<file path="config.mk">
export PLATFORM = sky130hd
export DESIGN_NAME = uart_io
export DESIGN_NICKNAME = d
export VERILOG_FILES = /design/src/rtl/uart_io.sv
export SDC_FILE = /design/constraint.sdc
export NUM_CORES = 1
export LEC_CHECK = 0
export BUFFER_PORTS_ARGS = -buffer_cell sky130_fd_sc_hd__buf_2
export CAP_MARGIN = 0
export CORE_MARGIN = 2
export CORE_UTILIZATION = 31
export DETAILED_ROUTE_END_ITERATION = 7
export PLACE_DENSITY = 0.49
export REMOVE_ABC_BUFFERS = 1
export SLEW_MARGIN = 20
export SYNTH_ARGS = -nofsm -noshare
export SYNTH_HDL_FRONTEND = slang
export SYNTH_SLANG_ARGS = --single-unit
</file>
<file path="constraint.sdc">
create_clock -name clk -period 4.6 [get_ports clk]
set_input_delay 0.92 -clock clk [delete_from_list [all_inputs] [get_ports clk]]
set_output_delay 0.92 -clock clk [all_outputs]
set_load 0.01 [all_outputs]
</file>
<file path="src/rtl/uart_io.sv">
// UART responder for the CPU byte IO port.
// RX/TX FIFOs sit between the vld/rdy handshakes and the serial line.
module uart_io #(
    parameter int CLK_PER_BIT = 868,
    parameter int FIFO_LOG    = 4
) (
    input  logic       clk,
    input  logic       rstn,
    output logic [7:0] io_in_data,
    output logic       io_in_vld,
    input  logic       io_in_rdy,
    input  logic [7:0] io_out_data,
    input  logic       io_out_vld,
    output logic       io_out_rdy,
    output logic [4:0] io_err,
    input  logic       uart_rxd,
    output logic       uart_txd
);

    localparam int DEPTH = 1 << FIFO_LOG;
    localparam int CW = $clog2(CLK_PER_BIT + 1);
    localparam logic [CW-1:0] BIT_END = CW'(CLK_PER_BIT - 1);
    localparam logic [CW-1:0] HALF = CW'(CLK_PER_BIT / 2);
    localparam logic [FIFO_LOG:0] FULL = (FIFO_LOG + 1)'(DEPTH);

    localparam logic [2:0] S_IDLE  = 3'd0;
    localparam logic [2:0] S_START = 3'd1;
    localparam logic [2:0] S_DATA  = 3'd2;
    localparam logic [2:0] S_STOP  = 3'd3;
    localparam logic [2:0] S_BRK   = 3'd4;

    logic [7:0]          rxf_mem [DEPTH];
    logic [FIFO_LOG-1:0] rxf_wp_q, rxf_rp_q;
    logic [FIFO_LOG:0]   rxf_cnt_q, rxf_cnt_d;
    logic                rx_push, rx_pop, rx_wr, rx_full;

    logic [7:0]          txf_mem [DEPTH];
    logic [FIFO_LOG-1:0] txf_wp_q, txf_rp_q;
    logic [FIFO_LOG:0]   txf_cnt_q, txf_cnt_d;
    logic                tx_push, tx_pop, tx_nempty;

    logic          rx_s1_q, rx_s2_q, rx_prev_q;
    logic [2:0]    rx_st_q, rx_st_d;
    logic [CW-1:0] rx_cnt_q, rx_cnt_d;
    logic [2:0]    rx_idx_q, rx_idx_d;
    logic [7:0]    rx_sh_q, rx_sh_d;
    logic [2:0]    err_q, err_set;

    logic [2:0]    tx_st_q, tx_st_d;
    logic [CW-1:0] tx_cnt_q, tx_cnt_d;
    logic [2:0]    tx_idx_q, tx_idx_d;
    logic [7:0]    tx_sh_q, tx_sh_d;
    logic          txd_q, txd_d;

    assign io_in_vld  = rxf_cnt_q != '0;
    assign io_in_data = io_in_vld ? rxf_mem[rxf_rp_q] : 8'h00;
    assign io_out_rdy = txf_cnt_q != FULL;
    assign io_err     = {2'b00, err_q};
    assign uart_txd   = txd_q;

    assign rx_pop  = io_in_vld & io_in_rdy;
    assign rx_full = rxf_cnt_q == FULL;
    // A full FIFO still accepts a byte when the head leaves in the same cycle.
    assign rx_wr   = rx_push & (~rx_full | rx_pop);

    assign tx_push   = io_out_vld & io_out_rdy;
    assign tx_nempty = txf_cnt_q != '0;

    always_comb begin
        rxf_cnt_d = rxf_cnt_q;
        if (rx_wr & ~rx_pop)
            rxf_cnt_d = rxf_cnt_q + 1'b1;
        else if (~rx_wr & rx_pop)
            rxf_cnt_d = rxf_cnt_q - 1'b1;
        txf_cnt_d = txf_cnt_q;
        if (tx_push & ~tx_pop)
            txf_cnt_d = txf_cnt_q + 1'b1;
        else if (~tx_push & tx_pop)
            txf_cnt_d = txf_cnt_q - 1'b1;
    end

    always_comb begin
        rx_st_d  = rx_st_q;
        rx_cnt_d = rx_cnt_q + 1'b1;
        rx_idx_d = rx_idx_q;
        rx_sh_d  = rx_sh_q;
        rx_push  = 1'b0;
        err_set  = 3'b000;
        unique case (rx_st_q)
            S_IDLE: begin
                rx_cnt_d = '0;
                if (rx_prev_q & ~rx_s2_q)
                    rx_st_d = S_START;
            end
            S_START: begin
                if (rx_cnt_q == HALF) begin
                    rx_cnt_d = '0;
                    rx_idx_d = '0;
                    if (!rx_s2_q) begin
                        rx_st_d = S_DATA;
                    end else begin
                        rx_st_d = S_IDLE;
                        err_set[2] = 1'b1;
                    end
                end
            end
            S_DATA: begin
                if (rx_cnt_q == BIT_END) begin
                    rx_cnt_d = '0;
                    rx_sh_d  = {rx_s2_q, rx_sh_q[7:1]};
                    rx_idx_d = rx_idx_q + 1'b1;
                    if (rx_idx_q == 3'd7)
                        rx_st_d = S_STOP;
                end
            end
            S_STOP: begin
                if (rx_cnt_q == BIT_END) begin
                    rx_cnt_d = '0;
                    if (rx_s2_q) begin
                        rx_push = 1'b1;
                        rx_st_d = S_IDLE;
                    end else begin
                        err_set[0] = 1'b1;
                        rx_st_d = S_BRK;
                    end
                end
            end
            S_BRK: begin
                rx_cnt_d = '0;
                if (rx_s2_q)
                    rx_st_d = S_IDLE;
            end
            default: begin
                rx_cnt_d = '0;
                rx_st_d  = S_IDLE;
            end
        endcase
        err_set[1] = rx_push & rx_full & ~rx_pop;
    end

    always_comb begin
        tx_st_d  = tx_st_q;
        tx_cnt_d = tx_cnt_q + 1'b1;
        tx_idx_d = tx_idx_q;
        tx_sh_d  = tx_sh_q;
        tx_pop   = 1'b0;
        unique case (tx_st_q)
            S_IDLE: begin
                tx_cnt_d = '0;
                if (tx_nempty) begin
                    tx_pop  = 1'b1;
                    tx_sh_d = txf_mem[txf_rp_q];
                    tx_st_d = S_START;
                end
            end
            S_START: begin
                if (tx_cnt_q == BIT_END) begin
                    tx_cnt_d = '0;
                    tx_idx_d = '0;
                    tx_st_d  = S_DATA;
                end
            end
            S_DATA: begin
                if (tx_cnt_q == BIT_END) begin
                    tx_cnt_d = '0;
                    tx_sh_d  = {1'b0, tx_sh_q[7:1]};
                    tx_idx_d = tx_idx_q + 1'b1;
                    if (tx_idx_q == 3'd7)
                        tx_st_d = S_STOP;
                end
            end
            S_STOP: begin
                if (tx_cnt_q == BIT_END) begin
                    tx_cnt_d = '0;
                    // Chain straight into the next start bit to avoid idle gaps.
                    if (tx_nempty) begin
                        tx_pop  = 1'b1;
                        tx_sh_d = txf_mem[txf_rp_q];
                        tx_st_d = S_START;
                    end else begin
                        tx_st_d = S_IDLE;
                    end
                end
            end
            default: begin
                tx_cnt_d = '0;
                tx_st_d  = S_IDLE;
            end
        endcase
        unique case (tx_st_q)
            S_START: txd_d = 1'b0;
            S_DATA:  txd_d = tx_sh_q[0];
            default: txd_d = 1'b1;
        endcase
    end

    always_ff @(posedge clk) begin
        if (rx_wr)
            rxf_mem[rxf_wp_q] <= rx_sh_q;
        if (tx_push)
            txf_mem[txf_wp_q] <= io_out_data;
    end

    always_ff @(posedge clk) begin
        if (!rstn) begin
            rxf_wp_q  <= '0;
            rxf_rp_q  <= '0;
            rxf_cnt_q <= '0;
            txf_wp_q  <= '0;
            txf_rp_q  <= '0;
            txf_cnt_q <= '0;
            rx_s1_q   <= 1'b1;
            rx_s2_q   <= 1'b1;
            rx_prev_q <= 1'b1;
            rx_st_q   <= S_IDLE;
            rx_cnt_q  <= '0;
            rx_idx_q  <= '0;
            rx_sh_q   <= '0;
            err_q     <= '0;
            tx_st_q   <= S_IDLE;
            tx_cnt_q  <= '0;
            tx_idx_q  <= '0;
            tx_sh_q   <= '0;
            txd_q     <= 1'b1;
        end else begin
            if (rx_wr)
                rxf_wp_q <= rxf_wp_q + 1'b1;
            if (rx_pop)
                rxf_rp_q <= rxf_rp_q + 1'b1;
            rxf_cnt_q <= rxf_cnt_d;
            if (tx_push)
                txf_wp_q <= txf_wp_q + 1'b1;
            if (tx_pop)
                txf_rp_q <= txf_rp_q + 1'b1;
            txf_cnt_q <= txf_cnt_d;
            rx_s1_q   <= uart_rxd;
            rx_s2_q   <= rx_s1_q;
            rx_prev_q <= rx_s2_q;
            rx_st_q   <= rx_st_d;
            rx_cnt_q  <= rx_cnt_d;
            rx_idx_q  <= rx_idx_d;
            rx_sh_q   <= rx_sh_d;
            err_q     <= err_q | err_set;
            tx_st_q   <= tx_st_d;
            tx_cnt_q  <= tx_cnt_d;
            tx_idx_q  <= tx_idx_d;
            tx_sh_q   <= tx_sh_d;
            txd_q     <= txd_d;
        end
    end

endmodule
</file>
# ---- Yosys cells after proc, flatten, opt, wreduce, memory -nomap -nowiden
# Memory sizes are Yosys's and may differ from the RTL's. A register that Yosys moved wholly into a read port is not among the register bits.
# Cells that the tools add are included.
# Widths: inputs -> output; s select.
dict set report op_classes {
  shift 0
  bitwise_logic 20
  n_reduce_logical 18
  n_addsub 12
  div 0
  n_eq_ne 25
  magnitude_cmp 0
  muxes 54
  multipliers 0
}
# cell n
set op_table {}
lappend op_table {{$mux 3} 16}
lappend op_table {{$mux 8} 4}
lappend op_table {{$pmux 8 s3} 1}
lappend op_table {{$ne 2x2->1 const B} 11}
lappend op_table {{$add 10x1->10 const B} 2}
lappend op_table {{$eq 10x10->1 const B} 2}
lappend op_table {{$mux 10} 2}
lappend op_table {{$mux 5} 4}
lappend op_table {{$pmux 10 s2} 1}
lappend op_table {{$add 4x1->4 const B} 4}
lappend op_table {{$mux 4} 4}
lappend op_table {{$mux 1} 15}
lappend op_table {{$pmux 3 s5} 1}
lappend op_table {{$eq 3x2->1 const B} 4}
lappend op_table {{$pmux 3 s2} 2}
lappend op_table {{$pmux 3 s4} 1}
lappend op_table {{$add 5x1->5 const B} 2}
lappend op_table {{$and 1x1->1} 10}
lappend op_table {{$eq 10x9->1 const B} 1}
lappend op_table {{$reduce_bool 5->1} 2}
lappend op_table {{$sub 5x1->5 const B} 2}
lappend op_table {{$eq 3x3->1 const B} 3}
lappend op_table {{$reduce_and 3->1} 3}
lappend op_table {{$not 1->1} 8}
lappend op_table {{16 further kinds} 24}
dict set report totals {
  ram_bits 256
  rom_bits 0
  latchBits 0
  reg_bits 81
  memories 2
  elab_cells 150
  output_inout_bits 16
}
# memory depth width rd rd_clocked_by_memory_dff wr line_no
set memory_table {}
lappend memory_table {rxf_mem 16 8 1 1 1 32} ;# logic [7:0] rxf_mem [DEPTH];
lappend memory_table {txf_mem 16 8 1 1 1 37} ;# logic [7:0] txf_mem [DEPTH];

# ---- Longest topological paths before layout
# Gate-level depths: netlist (run 1).
dict set report logic_depth {
  depth_word 8
  ltp_mapped 15
}

# ---- Worst setup path before layout (run 1)
# OpenSTA, ideal clock, no wires.
dict set report synth_timing {
  kind {register to register}
  from {register rx_cnt_q[2]}
  to {register rxf_cnt_q[4]}
  setup_slack_ns 1.081
  path_buffers 1
  stages_incl_launch_ff 13
  synth_period_minus_slack_ns 3.519
  arrival_time_ns 3.449
  required_time_ns 4.530
  path_cell_list {dfxtp_1 > or3b_1 > or4b_1 > buf_2 > nor4b_4 > ha_1 > inv_1 > fa_1 > a21o_1 > a21oi_1 > xnor2_1 > or3_1 > a21oi_1}
}
dict set report synth_via {
  elab_chain_len 7
  word_cells_on_any_way 9
  classes_between {eq/ne (1); mux (3); bitwise (4); reduce/logical (1)}
}
# item line_no
set synth_rtl {}
lappend synth_rtl {{from (decl)} 44} ;# logic [CW-1:0] rx_cnt_q, rx_cnt_d;
lappend synth_rtl {{from (signal assigned)} 240} ;# rx_cnt_q <= rx_cnt_d;
lappend synth_rtl {{$eq 10x10->1 (*)} 117} ;# if (rx_cnt_q == BIT_END) begin
lappend synth_rtl {{$mux 1 (*)} 117}
lappend synth_rtl {{$mux 1 (*)} 89} ;# unique case (rx_st_q)
lappend synth_rtl {{$and 1x1->1 (*)} 64} ;# assign rx_wr = rx_push & (~rx_full | rx_pop);
lappend synth_rtl {{via rx_wr} 35} ;# logic rx_push, rx_pop, rx_wr, rx_full;
lappend synth_rtl {{$not 1->1} 73} ;# else if (~rx_wr & rx_pop)
lappend synth_rtl {{$and 1x1->1} 73}
lappend synth_rtl {{$reduce_bool 2->1 (no line)} n/a}
lappend synth_rtl {{to (signal assigned)} 230} ;# rxf_cnt_q <= rxf_cnt_d;
lappend synth_rtl {{to (decl)} 34} ;# logic [FIFO_LOG:0] rxf_cnt_q, rxf_cnt_d;
# Mark *: on every way through the listed nets, which the timed path passes. The rest lies on a longest branch.
# A chain may end at the register's enable or synchronous reset.

==> results.md, run 1 <==
- Pwr Density: 513 mW/mm2
- Floorplan die height: 215 um
- Total wirelength of the detailed-routed design: 25500 um
- Count of pins on the block boundary: 29
- Number of vias in the routed layout: 7051
- Antenna-violating nets left: 0
- Wire length of the first global-routing pass: 40800 um
- Number of max-slew violations in the final report: 0
- Mapped Cells: 875
- Leakage Power: 0.00515 uW
- Critical path fanouts, max: 20
- Core area: 0.0441 mm2
- Vias in the first global route: 7244
- Worst Max-Slew Pin Slew: 0.960 ns
- Congestion Overflow GR: 0
- Final worst-path cycle share: 0.862
- Routed length on met2: 12200 um
- Post-Route M1 WL: 11800 um
- GRT Overall Usage: 0.113
- Postcts setup bufs: 0
- Clock sink count: 344
- Critical Path End Type: output port
- Clock tree root driver cell: sky130_fd_sc_hd__clkbuf_16
- Mean cell area of the mapped netlist: 15.8 um2
- Starting DRT DRC Count: 426
- EDFF count, synth: 256
- Sequential cell area fraction in the yosys report: 0.682
- Setup repair after global routing missed its margin: no
- IO buf count: 26
- Syn-to-layout area delta: 14.4%
- Clock buffer count from CTS: 39
- Sum of met3 wire segment lengths after detailed routing: 965 um
- Full die area: 0.0464 mm2
- Total power: 8130 uW
- Final GP Congestion: 0.714
- Largest net degree at the start of global routing: 52
- Uppermost signal routing layer after detailed routing: met4
- Nature of the critical path startpoint: register
- Antenna violations before repair: 0
- Fmax: 0.252 GHz
- Flip-flop and latch count after synthesis: 344
- CTS clk-pin slew, worst paths: 0.06 ns
- Vias/cell: 4.60
- Run status: finished, final reports clean
- Count of distinct cell types in the synthesized netlist: 54
- Clk_skew: 0.0148 ns
- CTS HTree Levels: 2
- Async set or reset register ratio after synthesis: 0
- Class of the most critical setup path: reg2out
- DIE WIDTH: 215 um
- Data required time at the worst endpoint: 3.68 ns
- Antenna diode count: 0
- Number of maximum-capacitance constraint violations: 0
- Worst-Skew Late Latency: 0.55 ns
- Number of hold buffers added after cts: 0
- Final-layout setup total negative slack: 0 ns
- CTS resizes: 0
- Nets: 954
- Flip-flop cell with the highest count after synthesis: sky130_fd_sc_hd__edfxtp_1
- Number of synthesis warnings: 0
- Cell area after technology mapping: 0.0139 mm2
- Buffer depth of the longest clock path: 3
- Worst ir drop on vdd: 310 uV
- Shortest period the worst path allows: 3.96 ns
- Clock tree from TritonCTS: done
- First drt pass iteration count: 4
- Endpoints failing hold: 0
- Endpoints failing setup: 0
- Routed WL per cell: 16.7 um
- Sum of net half-perimeters after detailed placement: 17000 um
- Fraction of final layout cells with drive strength greater than 1: 0.195
- Critical Path AT: 3.04 ns
- Row Count: 77
- Worst slew margin: 0.359
- Number of remaining DRC errors: 0
- Effective utilization at floorplan: 0.314
- HP Class: reg2reg
## Yosys cell counts, types with 2 or more instances
master,count,share of area
sky130_fd_sc_hd__o21ai_0,14,0.0051
sky130_fd_sc_hd__a21o_1,3,0.0016
sky130_fd_sc_hd__o22ai_1,2,0.00090
sky130_fd_sc_hd__buf_4,2,0.0011
sky130_fd_sc_hd__nand4_1,7,0.0032
sky130_fd_sc_hd__mux2i_1,13,0.0094
sky130_fd_sc_hd__nand3_1,16,0.0058
sky130_fd_sc_hd__nor2b_1,3,0.0014
sky130_fd_sc_hd__ha_1,30,0.027
sky130_fd_sc_hd__nor4_1,9,0.0041
sky130_fd_sc_hd__edfxtp_1,256,0.56
sky130_fd_sc_hd__a21oi_1,20,0.0072
sky130_fd_sc_hd__and3_1,2,0.00090
sky130_fd_sc_hd__xnor2_1,20,0.013
sky130_fd_sc_hd__clkbuf_1,35,0.0095
sky130_fd_sc_hd__a31oi_1,7,0.0032
sky130_fd_sc_hd__nand3b_1,3,0.0016
sky130_fd_sc_hd__xor2_1,16,0.010
sky130_fd_sc_hd__inv_1,21,0.0057
sky130_fd_sc_hd__nor3_1,15,0.0054
sky130_fd_sc_hd__fa_1,2,0.0029
sky130_fd_sc_hd__a32oi_1,2,0.0013
sky130_fd_sc_hd__mux2_2,2,0.0016
sky130_fd_sc_hd__nand2b_1,13,0.0059
sky130_fd_sc_hd__mux4_2,77,0.13
sky130_fd_sc_hd__nand2_1,41,0.011
sky130_fd_sc_hd__nor2_1,106,0.029
sky130_fd_sc_hd__a211oi_1,2,0.0011
sky130_fd_sc_hd__and2_1,11,0.0050
sky130_fd_sc_hd__dfxtp_1,88,0.13
sky130_fd_sc_hd__nor3b_1,2,0.0011
sky130_fd_sc_hd__or3_1,5,0.0023
sky130_fd_sc_hd__buf_1,9,0.0024
## stage by stage
| step | utilization | hold slack [ns] | instance area (um2) | worst slack, ns | instances |
|---|---|---|---|---|---|
| after CTS | 0.359 | 0.462 | 15800 | 0.499 | 1532 |
| after global routing | 0.359 | 0.466 | 15800 | 0.444 | 1532 |
| after floorplan | - | 0.386 | 13700 | 0.949 | 829 |
| after detailed placement | 0.332 | 0.447 | 14600 | 0.747 | 1460 |
| final | 0.359 | 0.452 | 15800 | 0.637 | 1532 |
| after global placement | 0.332 | 0.447 | 14600 | 0.784 | 1460 |
## registers in the layout, indices dropped and copies added, names as in the netlist, 2 cells and up, named ones only
register	flops
rxf_cnt_q	5
tx_cnt_q	10
txf_mem	128
tx_idx_q	3
rxf_wp_q	4
tx_sh_q	8
txf_cnt_q	5
txf_wp_q	4
err_q	3
txf_rp_q	4
rx_st_q	3
rx_cnt_q	10
rxf_rp_q	4
tx_st_q	2
rx_sh_q	8
rxf_mem	128
rx_idx_q	3
## power breakdown
group | total (uW) | leakage [uW] | switching, uW | internal [uW]
Sequential | 3630 | 0.00306 | 172 | 3450
Combinational | 1630 | 0.00150 | 815 | 816
Clock | 2870 | 0.000590 | 1210 | 1660
## cells by family after synthesis
family | count (synthesis) | synth area share
AOI/OAI and AO/OA | 61 | 0.0275
xor gates and xnor gates | 36 | 0.0228
adders and majority gates | 32 | 0.0300
buffers and inverters | 69 | 0.0193
DFF | 344 | 0.682
muxes | 92 | 0.136
other | 1 | 0.000271
and+or+nand+nor | 240 | 0.0818
## layer usage
| metal | global-route usage | up-vias |
|---|---|---|
| li1 | - | 3385 |
| met1 | 0.148 | 3539 |
| met2 | 0.183 | 90 |
| met3 | 0.0248 | 37 |
| met4 | 0.0428 | 0 |
| met5 | 0 | - |
## final timing paths
| kind | start | to | cells past startpoint | slack [ns] |
|---|---|---|---|---|
| hold reg to reg | rx_s1_q$_SDFF_PN1_ | rx_s2_q$_SDFF_PN1_ | 1 | 0.45 |
| setup / recovery | register | io_in_data[5] | 5 | 0.64 |
| hold / removal | rx_s1_q$_SDFF_PN1_ | rx_s2_q$_SDFF_PN1_ | 1 | 0.45 |
| setup reg to reg | rx_cnt_q[2]$_SDFF_PN0_ | rxf_cnt_q[4]$_SDFFE_PN0P_ | 11 | 0.73 |
## layout make-up
type / count / area, um2
clock buffer: 53 / 1080
tap: 592 / 741
fill: 4299 / 28300
inverter: 22 / 82.6
multi-input combinational: 463 / 4140
clock inverter: 19 / 113
sequential: 344 / 9450
timing repair buffer: 39 / 228
## critical path: stages (launching register included)
cell	delay, ns
sky130_fd_sc_hd__dfxtp_2	0.82
sky130_fd_sc_hd__buf_4	0.34
sky130_fd_sc_hd__mux4_2	0.54
sky130_fd_sc_hd__mux4_2	0.50
sky130_fd_sc_hd__and2_1	0.17
sky130_fd_sc_hd__buf_2	0.13
## cell usage in the layout, fill, tap and decap left out, types with 3 or more instances in the layout
cell | synthesis | routed
sky130_fd_sc_hd__nor2_1 | 106 | 106
sky130_fd_sc_hd__nand4_1 | 7 | 7
sky130_fd_sc_hd__nor2b_1 | 3 | 3
sky130_fd_sc_hd__buf_2 | 1 | 26
sky130_fd_sc_hd__nand2b_1 | 13 | 13
sky130_fd_sc_hd__clkbuf_16 | 0 | 40
sky130_fd_sc_hd__o21ai_0 | 14 | 14
sky130_fd_sc_hd__clkbuf_1 | 35 | 9
sky130_fd_sc_hd__nor3_1 | 15 | 14
sky130_fd_sc_hd__or3_1 | 5 | 5
sky130_fd_sc_hd__mux2i_1 | 13 | 13
sky130_fd_sc_hd__xor2_1 | 16 | 16
sky130_fd_sc_hd__a21o_1 | 3 | 3
sky130_fd_sc_hd__inv_1 | 21 | 20
sky130_fd_sc_hd__xnor2_1 | 20 | 20
sky130_fd_sc_hd__mux4_2 | 77 | 77
sky130_fd_sc_hd__clkinv_1 | 1 | 7
sky130_fd_sc_hd__ha_1 | 30 | 30
sky130_fd_sc_hd__a31oi_1 | 7 | 7
sky130_fd_sc_hd__a21oi_1 | 20 | 20
sky130_fd_sc_hd__nand3_1 | 16 | 16
sky130_fd_sc_hd__nand2_1 | 41 | 41
sky130_fd_sc_hd__edfxtp_1 | 256 | 256
sky130_fd_sc_hd__nor4_1 | 9 | 9
sky130_fd_sc_hd__nand3b_1 | 3 | 3
sky130_fd_sc_hd__buf_4 | 2 | 13
sky130_fd_sc_hd__clkinv_2 | 0 | 8
sky130_fd_sc_hd__and2_1 | 11 | 11
sky130_fd_sc_hd__dfxtp_1 | 88 | 86
sky130_fd_sc_hd__clkbuf_8 | 0 | 3
No activity file was read; power rests on OpenSTA's default activity.
==> run 2: changes to the inputs <==
ABC_AREA = 1   (was unset)
==> run 2 against run 1 <==
Effect of this change:
- the run now ends with design-rule violations left
- sequential share of layout area is 2.4 points lower
- critical path depth is 2 higher
- combinational power is 33% higher
- via count is 39% higher
- clock skew is 0.0048 ns lower
- first-iteration DRC count is 62% higher
- area after synthesis is 5.9% higher
- fmax is 11% higher
- non-clock buffer count is 6 lower
- clock-buffer cell count is 3 higher
- final cell count is 35% higher
==> results.md, run 2 <==
- Proportion of power drawn by flip-flops and latches: 0.417 (-0.029)
- Routed WL per cell: 16.6 um (-0.60%)
- Fmax: 0.280 GHz (+11%)
- Data required time at the worst endpoint: 3.68 ns (about the same)
- Most frequently used cell type in the post-synthesis netlist: sky130_fd_sc_hd__nand2_1
- Number of remaining DRC errors: 1 (+1)
- Violations in the final reports: design-rule violations
- Placed instance count: 1999 (+37%)
- Postcts setup bufs: 0 (unchanged)
- Post-layout util: 0.354 (-0.00490)
- Final worst-path cycle share: 0.776 (-0.0857)
- Number of max-slew violations in the final report: 0 (unchanged)
- GRT Overall Usage: 0.141 (+0.0279)
- Clk_skew: 0.0100 ns (-0.00477 ns)
- Largest net degree at the start of global routing: 68 (+31%)
- Worst ir drop on vdd: 364 uV (+17%)
- Fraction of final layout cells with drive strength greater than 1: 0.0820 (-0.113)
- First drt pass iteration count: 7 (+3)
- Number of synthesis warnings: 0 (unchanged)
- Count of distinct cell types in the synthesized netlist: 43 (-20%)
- Cell area after technology mapping: 0.0147 mm2 (+5.9%)
- Critical Path End Type: output port
- Clock buffer count from CTS: 39 (unchanged)
- Endpoints failing hold: 0 (unchanged)
- Total wirelength of the detailed-routed design: 34300 um (+34%)
- Number of vias in the routed layout: 9815 (+39%)
- Nets: 1478 (+55%)
- Count of non-filler cells in the finished layout: 2071 (+35%)
- Vias in the first global route: 9712 (+34%)
- Run status: finished with violations
- Clock sink count: 344 (unchanged)
- DIE WIDTH: 222 um (+2.8%)
- Nature of the critical path startpoint: register
- Portion of total power attributed to the clock network: 0.334 (-0.019)
- CTS clk-pin slew, worst paths: 0.05 ns (about the same)
- Starting DRT DRC Count: 692 (+62%)
- Class of the most critical setup path: reg2out
- Pwr Density: 528 mW/mm2 (+2.9%)
- Shortest period the worst path allows: 3.57 ns (-0.394 ns)
- Most common library cell in the layout ignoring fill and taps: sky130_fd_sc_hd__nand2_1
- Core area: 0.0467 mm2 (+5.7%)
- IO buf count: 26 (unchanged)
- Antenna diode count: 0 (unchanged)
- Multiplexer share of the synthesized area: 0 (-0.136)
- Worst-Skew Late Latency: 0.54 ns (about the same)
- HP Class: reg2reg
- Largest registers: rxf_mem (128), txf_mem (128)
- Main combinational cell family by area after synthesis: simple AND/OR/NAND/NOR gates
- Antenna-violating nets left: 0 (unchanged)
- Flip-flop and latch count after synthesis: 344 (unchanged)
- Share of total power in combinational logic: 0.249 (+0.048)
- Sequential cell area fraction in the yosys report: 0.644 (-0.0379)
- Flip-flop cell with the highest count after synthesis: sky130_fd_sc_hd__edfxtp_1
- Switching pwr: 2840 uW (+29%)
- Area fraction of the dominant cell type after synthesis: 0.524 (-0.0309)
- Synthesized-area fraction occupied by and/or/nand/nor cells: 0.179 (+0.0974)
- Mean cell area of the mapped netlist: 10.4 um2 (-35%)
- Leakage Power: 0.00651 uW (+27%)
- Buffer depth of the longest clock path: 3 (unchanged)
- Arithmetic-cell share of the synthesized area counting full adders, half adders and majority gates: 0.0283 (-0.00167)
- EDFF count, synth: 256 (unchanged)
- Syn-to-layout area delta: 12.6%
- Critical Path AT: 2.65 ns (-0.39 ns)
- Final-layout setup total negative slack: 0 ns (unchanged)
- Floorplan die height: 222 um (+2.8%)
- Top library cells by usage in the layout, fill and taps aside: sky130_fd_sc_hd__nand2_1, sky130_fd_sc_hd__edfxtp_1, sky130_fd_sc_hd__nor2_1
- Row Count: 79 (+2.6%)
- Share of the synthesized netlist area taken by xor and xnor gates: 0.00836 (-0.0144)
- Setup repair after global routing missed its margin: no
- Number of hold buffers added after cts: 0 (unchanged)
- Cells taking the most area after synthesis: sky130_fd_sc_hd__edfxtp_1, sky130_fd_sc_hd__dfxtp_1, sky130_fd_sc_hd__nand2_1, sky130_fd_sc_hd__nor2_1, sky130_fd_sc_hd__nand3_1
- Full die area: 0.0491 mm2 (+5.8%)
- Vias/cell: 4.74 (+3.0%)
- Worst slew margin: 0.300 (-0.0589)
- Count of pins on the block boundary: 29 (unchanged)
- Clock tree root driver cell: sky130_fd_sc_hd__clkbuf_16
- Critical path fanouts, max: 39 (+95%)
- Clock tree from TritonCTS: done
- CTS HTree Levels: 2 (unchanged)
- Top cells by instance count after synthesis: sky130_fd_sc_hd__nand2_1, sky130_fd_sc_hd__edfxtp_1, sky130_fd_sc_hd__nor2_1, sky130_fd_sc_hd__inv_1, sky130_fd_sc_hd__nand3_1
- Internal power contribution: 5890 uW (-0.74%)
- Fraction of power spent switching nets: 0.325 (+0.0544)
- Mapped Cells: 1417 (+62%)
- Final GP Congestion: 0.781 (+9.4%)
- Endpoints failing setup: 0 (unchanged)
- Number of maximum-capacitance constraint violations: 0 (unchanged)
- Largest area contributor in the synthesized netlist: sky130_fd_sc_hd__edfxtp_1
- Congestion Overflow GR: 0 (unchanged)
- Worst Max-Slew Pin Slew: 1.05 ns (+0.0859 ns)
- Antenna violations before repair: 1 (+1)
- Async set or reset register ratio after synthesis: 0 (unchanged)
- Effective utilization at floorplan: 0.314 (+0.000464)
- Compound-Gate Fraction of Synth Area: 0.0864 (+0.0590)
- Sum of net half-perimeters after detailed placement: 20700 um (+22%)
- Wire length of the first global-routing pass: 54500 um (+33%)
- Number of fillers in the final layout: 4653 (+8.2%)
- CTS resizes: 0 (unchanged)
## run 2: changes by cell type in the layout (fill, tap and decap cells not counted), sizes merged, moves of 57 or more
cell	before	now
nor2	106	214
mux4	77	0
nand2	42	272
o21ai	14	71
inv	22	132
nand3	16	122
## run 2: final cells by class
type	instances	area [um2]	share of cell area
tap	607	759	0.0460
clock buffer	56	1070	0.0648
sequential	344	9450	0.572
multi-input combinational	883	4440	0.269
timing repair buffer	33	183	0.0111
inverter	132	499	0.0302
clock inverter	16	116	0.00704
## run 2: cells by family (layout without fill, tap and decap cells)
| family | after synthesis | in the layout |
|---|---|---|
| adder cells (fa/ha/maj) | 32 | 32 |
| other | 1 | 2 |
| flip-flops | 344 | 344 |
| AND/OR/NAND/NOR | 631 | 631 |
| buffers and inverters | 191 | 237 |
| AO/OA/AOI/OAI | 204 | 204 |
| XOR/XNOR | 14 | 14 |
## run 2: through the flow
| step | cell area [um2] | total power [uW] | setup slack, ns | hold WS (ns) |
|---|---|---|---|---|
| finish | 16500 | 8720 | 1.03 | 0.450 |
| global route | 16500 | 9270 | 0.850 | 0.477 |
| CTS | 16500 | 8820 | 0.996 | 0.456 |
| detailed placement | 15300 | 5880 | 1.46 | 0.446 |
| global placement | 15300 | 5840 | 1.55 | 0.429 |
| floorplan | 14400 | 5190 | 1.24 | 0.393 |
## run 2: path summary, 6_finish.rpt
check        slack [ns]                    from                        end  cells after the start
min                0.45     err_q[0]$_SDFF_PN0_        err_q[0]$_SDFF_PN0_                      2
max reg2reg        1.63  rx_cnt_q[0]$_SDFF_PN0_  rxf_cnt_q[4]$_SDFFE_PN0P_                     17
min reg2reg        0.45     err_q[0]$_SDFF_PN0_        err_q[0]$_SDFF_PN0_                      2
max                1.03                register              io_in_data[0]                      7
## run 2: critical path, stage by stage (launching register included)
cell,delay [ns]
sky130_fd_sc_hd__dfxtp_2,0.32
sky130_fd_sc_hd__inv_2,0.54
sky130_fd_sc_hd__buf_4,0.41
sky130_fd_sc_hd__o21bai_1,0.09
sky130_fd_sc_hd__o211ai_1,0.22
sky130_fd_sc_hd__nand3_1,0.18
sky130_fd_sc_hd__a21oi_1,0.19
sky130_fd_sc_hd__buf_2,0.15
## run 2: per-layer routing
metal / up-vias / GRT usage / share of wire
met1: 4738 / 0.193 / 0.47
met4: 2 / 0.0434 / 0.024
met3: 50 / 0.0265 / 0.045
li1: 4837 / - / -
met5: - / 0 / 0.00038
met2: 188 / 0.226 / 0.46
## run 2: power by group through the flow
stage	clock network (uW)	registers, uW	logic [uW]
floorplan	0	3750	1440
global placement	0	3690	2150
detailed placement	0	3700	2180
CTS	2990	3630	2200
global route	3120	3650	2500
finish	2910	3630	2170
==> run 3: changes to the inputs <==
ABC_AREA = 0   (was 1)
PLACE_DENSITY = 0.51   (was 0.49)
clock period = 3.15 ns   (was 4.6 ns; I/O delays follow)
==> run 3 against run 2 <==
Effect of this change:
- the run now ends clean
- via count decreased by 26%
- routed wire length decreased by 23%
- worst setup slack got worse by 1.0 ns
- final cell count decreased by 24%
- sequential share of layout area increased by 0.29 points
- cell area decreased by 0.45%
- global-route usage decreased by 2.5 points
- clock-buffer cell count decreased by 2
- clock power increased by 48%
- highest routed layer is now met4
==> results.md, run 3 (same netlist as run 1, synthesis figures left out) <==
- Run status: finished, final reports clean
- Nature of the critical path startpoint: register
- Worst slew margin: 0.480 (+0.180)
- Count of non-filler cells in the finished layout: 1578 (-24%)
- Syn-to-layout area delta: 18.7%
- Starting DRT DRC Count: 370 (-47%)
- Leakage Power: 0.00545 uW (-16%)
- Fraction of final layout cells with drive strength greater than 1: 0.251 (+0.169)
- Final worst-path cycle share: 0.998
- Number of maximum-capacitance constraint violations: 0 (unchanged)
- Most common library cell in the layout ignoring fill and taps: sky130_fd_sc_hd__edfxtp_1
- IO buf count: 26 (unchanged)
- Vias/cell: 4.60 (-3.0%)
- Congestion Overflow GR: 0 (unchanged)
- Class of the most critical setup path: reg2out
- Core area: 0.0441 mm2 (-5.4%)
- Data required time at the worst endpoint: 2.52 ns (-1.16 ns)
- Number of hold buffers added after cts: 0 (unchanged)
- Final std cell area, no fill: 0.0164 mm2 (-0.45%)
- CTS HTree Levels: 2 (unchanged)
- Largest net degree at the start of global routing: 40 (-41%)
- Critical Path AT: 2.51 ns (-0.14 ns)
- HP Class: in2reg
- Clock tree from TritonCTS: done
- Number of remaining DRC errors: 0 (-1)
- Worst Setup Slack, final: 0.00766 ns (-1.02 ns)
- Count of pins on the block boundary: 29 (unchanged)
- Antenna diode count: 0 (unchanged)
- Row Count: 77 (-2.5%)
- Full die area: 0.0464 mm2 (-5.5%)
- Effective utilization at floorplan: 0.314 (-0.000464)
- Worst slack, placed: -0.157 ns (-1.62 ns)
- Clock sink count: 344 (unchanged)
- Top library cells by usage in the layout, fill and taps aside: sky130_fd_sc_hd__edfxtp_1, sky130_fd_sc_hd__nor2_1, sky130_fd_sc_hd__dfxtp_1
- Routed WL per cell: 16.6 um (+0.52%)
- First drt pass iteration count: 6 (-1)
- Worst Max-Slew Pin Slew: 0.777 ns (-0.269 ns)
- Endpoints failing setup: 0 (unchanged)
- Setup repair after global routing missed its margin: yes
- Number of max-slew violations in the final report: 0 (unchanged)
- Placed instance count: 1500 (-25%)
- Total wirelength of the detailed-routed design: 26300 um (-23%)
- Antenna violations before repair: 0 (-1)
- Wire length of the first global-routing pass: 42100 um (-23%)
- CTS clk-pin slew, worst paths: 0.06 ns (about the same)
- Clk_skew: 0.0129 ns (+0.00290 ns)
- Vias in the first global route: 7504 (-23%)
- Buffer depth of the longest clock path: 3 (unchanged)
- Post-layout util: 0.373 (+0.0186)
- DIE WIDTH: 215 um (-2.8%)
- Shortest period the worst path allows: 3.14 ns
- Number of vias in the routed layout: 7255 (-26%)
- Cell area after placement: 0.0150 mm2 (-2.3%)
- Sum of net half-perimeters after detailed placement: 17200 um (-17%)
- Critical Path End Type: output port
- Critical path fanouts, max: 8 (-79%)
- Worst ir drop on vdd: 435 uV (+19%)
- Final GP Congestion: 0.767 (-1.8%)
- Largest registers: rxf_mem (128), txf_mem (128)
- Antenna-violating nets left: 0 (unchanged)
- Worst-Skew Late Latency: 0.55 ns (about the same)
- Pwr Density: 760 mW/mm2 (+44%)
- Nets: 1001 (-32%)
- Endpoints failing hold: 0 (unchanged)
- Clock buffer count from CTS: 39 (unchanged)
- Floorplan die height: 215 um (-2.8%)
- Clock tree root driver cell: sky130_fd_sc_hd__clkbuf_16
- GRT Overall Usage: 0.115 (-0.0255)
- Fmax: 0.318 GHz
==> run 3: cell types whose count changed in the layout (fill, tap and decap cells not counted), sizes merged, moves of 57 or more <==
| cell | delta |
|---|---|
| inv | -110 |
| nand2 | -230 |
| o21ai | -57 |
| nand3 | -106 |
| mux4 | +77 |
| nor2 | -108 |
==> run 3: power breakdown <==
group | leakage (uW) | total, uW | internal, uW | switching (uW)
registers | 0.00306 | 5230 | 5050 | 186
logic | 0.00180 | 2950 | 1560 | 1400
clock network | 0.000593 | 4300 | 2510 | 1800
==> run 3: layer usage <==
layer  vias up  track usage  wire length [um]
met1      3629        0.154             12200
met2       104        0.186             12500
met5         -            0                 0
li1       3482            -                 -
met4         0       0.0416               629
met3        40       0.0241               958
==> run 3: final timing paths <==
kind | cells past startpoint | end | slack, ns | from
worst max-delay path | 5 | io_in_data[3] | 0.008 | register
worst min-delay path | 2 | rx_s1_q$_SDFF_PN1_ | 0.27 | uart_rxd
worst max register to register | 11 | rxf_cnt_q[4]$_SDFFE_PN0P_ | 0.11 | rx_cnt_q[8]$_SDFF_PN0_
worst min register to register | 1 | tx_cnt_q[0]$_SDFF_PP0_ | 0.45 | tx_cnt_q[0]$_SDFF_PP0_
==> run 3: cell type report <==
cell class,count,area (um2)
flip-flops and latches,344,9460
inverters,22,82.6
well taps,592,741
clock buffers,54,1080
clock inverters,17,146
fillers,4163,27700
repair buffers,86,719
multi-input cells,463,4220
==> run 3: repair_timing <==
item / in CTS / in global routing
gates cloned: 2 / 1
endpoints found under the hold margin: 0 / 0
pin swaps: 1 / 17
resized for setup: 16 / 20
buffers inserted: 1 / 3
endpoints found under the setup margin: 10 / 12
==> run 3: metrics by stage <==
stage | total power (uW) | setup TNS, ns | hold slack [ns]
2_1_floorplan | 7130 | -2.35 | 0.386
4_1_cts | 12500 | -0.241 | 0.240
6_report | 12500 | 0 | 0.270
3_3_place_gp | 7930 | -0.139 | 0.444
3_5_place_dp | 7950 | -0.244 | 0.455
5_1_grt | 13200 | -0.268 | 0.261
==> run 3: critical path: stages (launching register included) <==
cell and delay, ns:
sky130_fd_sc_hd__dfxtp_4 0.45, sky130_fd_sc_hd__buf_12 0.17, sky130_fd_sc_hd__mux4_2 0.54, sky130_fd_sc_hd__mux4_2 0.50, sky130_fd_sc_hd__and2_1 0.15, sky130_fd_sc_hd__buf_2 0.13
